### src/rtl/imem_program_loader.sv
// rtl/imem_program_loader.sv - byte-stream program loader writing 32-bit words into instruction memory
module imem_program_loader #(
  parameter logic [63:0] BASE_ADDR = 64'd0,
  parameter int unsigned MAX_WORDS = 256
) (
  input  logic        clk,
  input  logic        reset_n,
  input  logic        start,
  input  logic [7:0]  byte_in,
  input  logic        byte_valid,
  output logic        byte_ready,
  output logic        mem_write_en,
  output logic [63:0] mem_addr,
  output logic [31:0] mem_write_data,
  output logic        cpu_hold,
  output logic        done,
  output logic        error,
  output logic [31:0] word_count
);

  typedef enum logic [2:0] {
    IDLE  = 3'd0,
    LEN   = 3'd1,
    DATA  = 3'd2,
    WRITE = 3'd3,
    DONE  = 3'd4,
    ERROR = 3'd5
  } state_t;

  state_t      state;
  state_t      state_next;
  logic [1:0]  byte_idx;
  logic [31:0] word_idx;
  logic [31:0] assembled;
  logic [31:0] len_full;
  logic        take;

  // Length word as it will look once the final (4th) byte lands this cycle.
  assign len_full       = {byte_in, assembled[23:0]};
  assign take           = byte_valid && byte_ready;
  assign mem_addr       = BASE_ADDR + {30'd0, word_idx, 2'b00};
  assign mem_write_data = assembled;

  always_ff @(posedge clk) begin
    if (!reset_n) begin
      state <= IDLE;
    end else begin
      state <= state_next;
    end
  end

  always_comb begin
    state_next   = state;
    byte_ready   = 1'b0;
    mem_write_en = 1'b0;
    cpu_hold     = 1'b1;
    done         = 1'b0;
    error        = 1'b0;
    case (state)
      IDLE: begin
        if (start) state_next = LEN;
      end
      LEN: begin
        byte_ready = 1'b1;
        if (byte_valid && byte_idx == 2'd3) begin
          if (len_full == 32'd0)                 state_next = DONE;
          else if (len_full > 32'(MAX_WORDS))    state_next = ERROR;
          else                                   state_next = DATA;
        end
      end
      DATA: begin
        byte_ready = 1'b1;
        if (byte_valid && byte_idx == 2'd3) state_next = WRITE;
      end
      WRITE: begin
        mem_write_en = 1'b1;
        if (word_idx + 32'd1 == word_count) state_next = DONE;
        else                                state_next = DATA;
      end
      DONE: begin
        cpu_hold = 1'b0;
        done     = 1'b1;
        if (start) state_next = LEN;
      end
      ERROR: begin
        error = 1'b1;
      end
      default: state_next = IDLE;
    endcase
  end

  always_ff @(posedge clk) begin
    if (!reset_n) begin
      byte_idx   <= 2'd0;
      word_idx   <= 32'd0;
      assembled  <= 32'd0;
      word_count <= 32'd0;
    end else begin
      case (state)
        IDLE, DONE: begin
          if (start) begin
            byte_idx <= 2'd0;
            word_idx <= 32'd0;
          end
        end
        LEN, DATA: begin
          if (take) begin
            assembled[{byte_idx, 3'b000} +: 8] <= byte_in;
            byte_idx <= byte_idx + 2'd1;
            if (state == LEN && byte_idx == 2'd3) begin
              word_count <= len_full;
              word_idx   <= 32'd0;
            end
          end
        end
        WRITE: begin
          word_idx <= word_idx + 32'd1;
        end
        default: ;
      endcase
    end
  end

endmodule

### config.mk
export PLATFORM = sky130hd
export DESIGN_NAME = imem_program_loader
export DESIGN_NICKNAME = d
export VERILOG_FILES = /design/src/rtl/imem_program_loader.sv
export SDC_FILE = /design/constraint.sdc
export NUM_CORES = 1
export LEC_CHECK = 0
export ABC_AREA = 1
export CAP_MARGIN = 20
export CORE_ASPECT_RATIO = 1.1
export CORE_MARGIN = 8
export CORE_UTILIZATION = 54
export DETAILED_ROUTE_END_ITERATION = 8
export PLACE_DENSITY = 0.87
export SYNTH_ARGS = -nofsm -noshare
export SYNTH_HDL_FRONTEND = slang
export SYNTH_SLANG_ARGS = --single-unit
### constraint.sdc
create_clock -name clk -period 5.18 [get_ports clk]
set_clock_uncertainty 0.15 [all_clocks]
set_input_delay 0.518 -clock clk [delete_from_list [all_inputs] [get_ports clk]]
set_output_delay 0.518 -clock clk [all_outputs]
set_load 0.02 [all_outputs]
==> results.md <==
- Run status: finished, final reports clean
- Post_cts resized: 0
- Remaining DRCs: 0
- Critical setup path kind: reg -> reg
- Site Rows: 40
- NetSw: 525 µW
- RSZ-0062 raised after global routing: false
- Synth warnings: 0
- Post-CTS setup buffers: 0
- Global-route wire length before repair: 29.3 mm
- Worst Tran Pin Value: approximately 990 ps
- IO Pins: 145
- CP max FO: 16
- GR Overflow Total: 0
- Initial DRC Count: 556
- DP HPWL: about 14 mm
- Most used cell along the critical path: inv_1
- Post-CTS Hold Buffers: 0
- Wire per inst: 15.3 µm
- Antenna Nets Post-Route: 0
- Area contributors post-synth: dfxtp_1, nand2_1, a21oi_1
- Sequential share of power: 45.4%
- Worst setup SP type: flop
- Vias: 6,393
- Setup violations, final: 0
- CTS tree: built
- Vias in the first global route: between 5,000 and 6,000
- Setup TNS: 0 ps
- Pwr/cell area: 241 nW/µm²
- Synth Flop Type: dfxtp_1
- Net Sw Frac: 29.5%
- Slowest stage cell, crit path: dfxtp_1
- Syn Area/Cell: 6.41 µm²
- Synth unique cells: 38
- Gpl congestion: 0.962
- Final net count: 1,048
- Combinational power share: 14.9%
- Effective utilization at floorplan: 55.0%
- CTS sink cnt: 101
- Die height: 126 µm
- Drt total wl: 18.1 mm
- Post-layout util: between 60% and 70%
- Worst-Skew Late Latency: 350 ps
- Overall Global Routing Usage: about a quarter
- CP delay by family, top: simple AND/OR/NAND/NOR gates
- Port buffer count: 112
- Crit path largest cell delay: 670 ps
- Area growth from synthesis to layout: 23.7%
- FMAX: 341 MHz
- HP Class: reg -> reg
- #FFs+latches synth: around 100
- Most common cell in the netlist: nand2_1
- Maxcap violations: 0
- Worst Path Arrival: 3070 ps
- Initial antenna violation count: 0
- Filler cells: ~970
- Crit end category: flop
- Cells along the critical path: inv_1 > ha_1 > inv_1 > nor2_1 > inv_1 > nor2_1 > o21ai_0 > a21oi_1
- Register area: 2020 µm²
- Leak: between 2 and 3 nW
- Relative slew margins: 34.1%
- Die area: between 10,000 and 15,000 µm²
- Layout cells sized above 1: between 5 and 6%
- Non-Filler Instances: 1,181
- Core area: between 10,000 and 15,000 µm²
- Ys async rst share: 0%
- Mapped Cells: 932
- Worst-path clk slew: 80 ps
- Int Power: 1.26 mW
- Final min period: between 2000 and 3000 ps
- Die W: 116 µm
- Ant. Diodes: 0
- H-tree depth: 3
- Yosys top cell by area: dfxtp_1
- Clk pwr share: approximately two fifths
- Slew Limit Fails: 0
- Synth Cell Area: 5970 µm²
- Area of the multi-input gates: 3370 µm²
- CTS root buf: clkbuf_16
- Maximum VDD drop: 0.000186 V
- Num CTS Buffers: 9
- Final Hold Fails: 0
- Post-synth EDFFs: 0
- CTS max path bufs: 2
- Commonest cells post-synth: nand2_1, dfxtp_1, a21oi_1
- DR vias/cell: 5.41
- WP data required: 5310 ps
- Synth top area share: 33.9%
- Cells after DPL: 1,165
- First drt pass iteration count: 5
- Overall power: 1.78 mW
- Crit path buffers/inverters: 3
- Post-synthesis sequential area ratio: 33.9%
- Reg2Reg Setup Slack: 2250 ps
- Final Cycle Share: between 50% and 60%
- Largest net degree at the start of global routing: 54
-- cell usage in the layout (no fill, tap or decap), drive strengths merged, types with 8 or more instances in the layout --
cell type,count
inv,99
nand3,76
nand2,273
a21oi,93
a211oi,8
nand3b,13
nor2,104
clkdlybuf4s50,112
nand4,9
conb,32
clkbuf,10
o21ai,50
dfxtp,101
-- worst min-delay path, stage by stage, from the launching register on --
cell     delay [ps]
dfxtp_1         310
nand2_1          60
a21oi_1          60
-- worst paths after layout --
path	end	depth (start not counted)	startpoint
min	mem_write_data[28]	2	mem_write_data[28]
max reg2reg	mem_write_data[9]	8	byte_idx[0]
max	mem_write_data[9]	8	byte_idx[0]
min reg2reg	mem_write_data[28]	2	mem_write_data[28]
-- cells by family after synthesis --
logic type / synth area share [%]
simple gates: 37.1
fa+ha+maj: 1.47
compound gates: 14.0
xor+xnor: 1.61
buf+inv: 11.9
flops: 33.9
other cells: 0.0628
-- area by class of cell --
class	instances	area share, %
Sequential cell	101	27.4
Tap cell	147	2.49
Inverter	95	4.83
Clock buffer	10	3.10
Multi-Input combinational cell	706	45.6
Timing Repair Buffer	116	15.6
Clock inverter	6	1.05
-- state kept, by name (all words and copies together), names as in the netlist --
| signal | cells |
|---|---|
| mem_write_data | 32 |
| word_count | 32 |
| word_idx | 32 |
| state | 3 |
| byte_idx | 2 |
-- per-layer routing --
layer  routed length [µm]  GRT usage, %  vias to the layer above  part of all wire (%)
li1                     -             -                     3153                     -
met5                    0             0                        -                     0
met2                 8620          40.3                      280                    48
met1                 7380          30.7                     2924                    41
met3                 1620          4.56                       36                   9.0
met4                  469          10.3                        0                   2.6
-- per-stage QoR --
step	hold WS, ps	setup slack [ps]	cell area [µm²]
2_1_floorplan	321	2890	6090
3_5_place_dp	309	2380	7080
4_1_cts	326	2360	7390
6_report	323	2250	7390
5_1_grt	346	2010	7390
3_3_place_gp	304	2480	7080
-- power groups by stage --
stage | combinational [mW] | sequential (mW) | clock, mW
global route | 0.288 | 0.810 | 0.746
detailed placement | 0.262 | 0.826 | 0
floorplan | 0.181 | 0.834 | 0
CTS | 0.263 | 0.808 | 0.713
global placement | 0.259 | 0.826 | 0
finish | 0.265 | 0.808 | 0.708
Note: power is estimated with default switching activity, not from simulation.
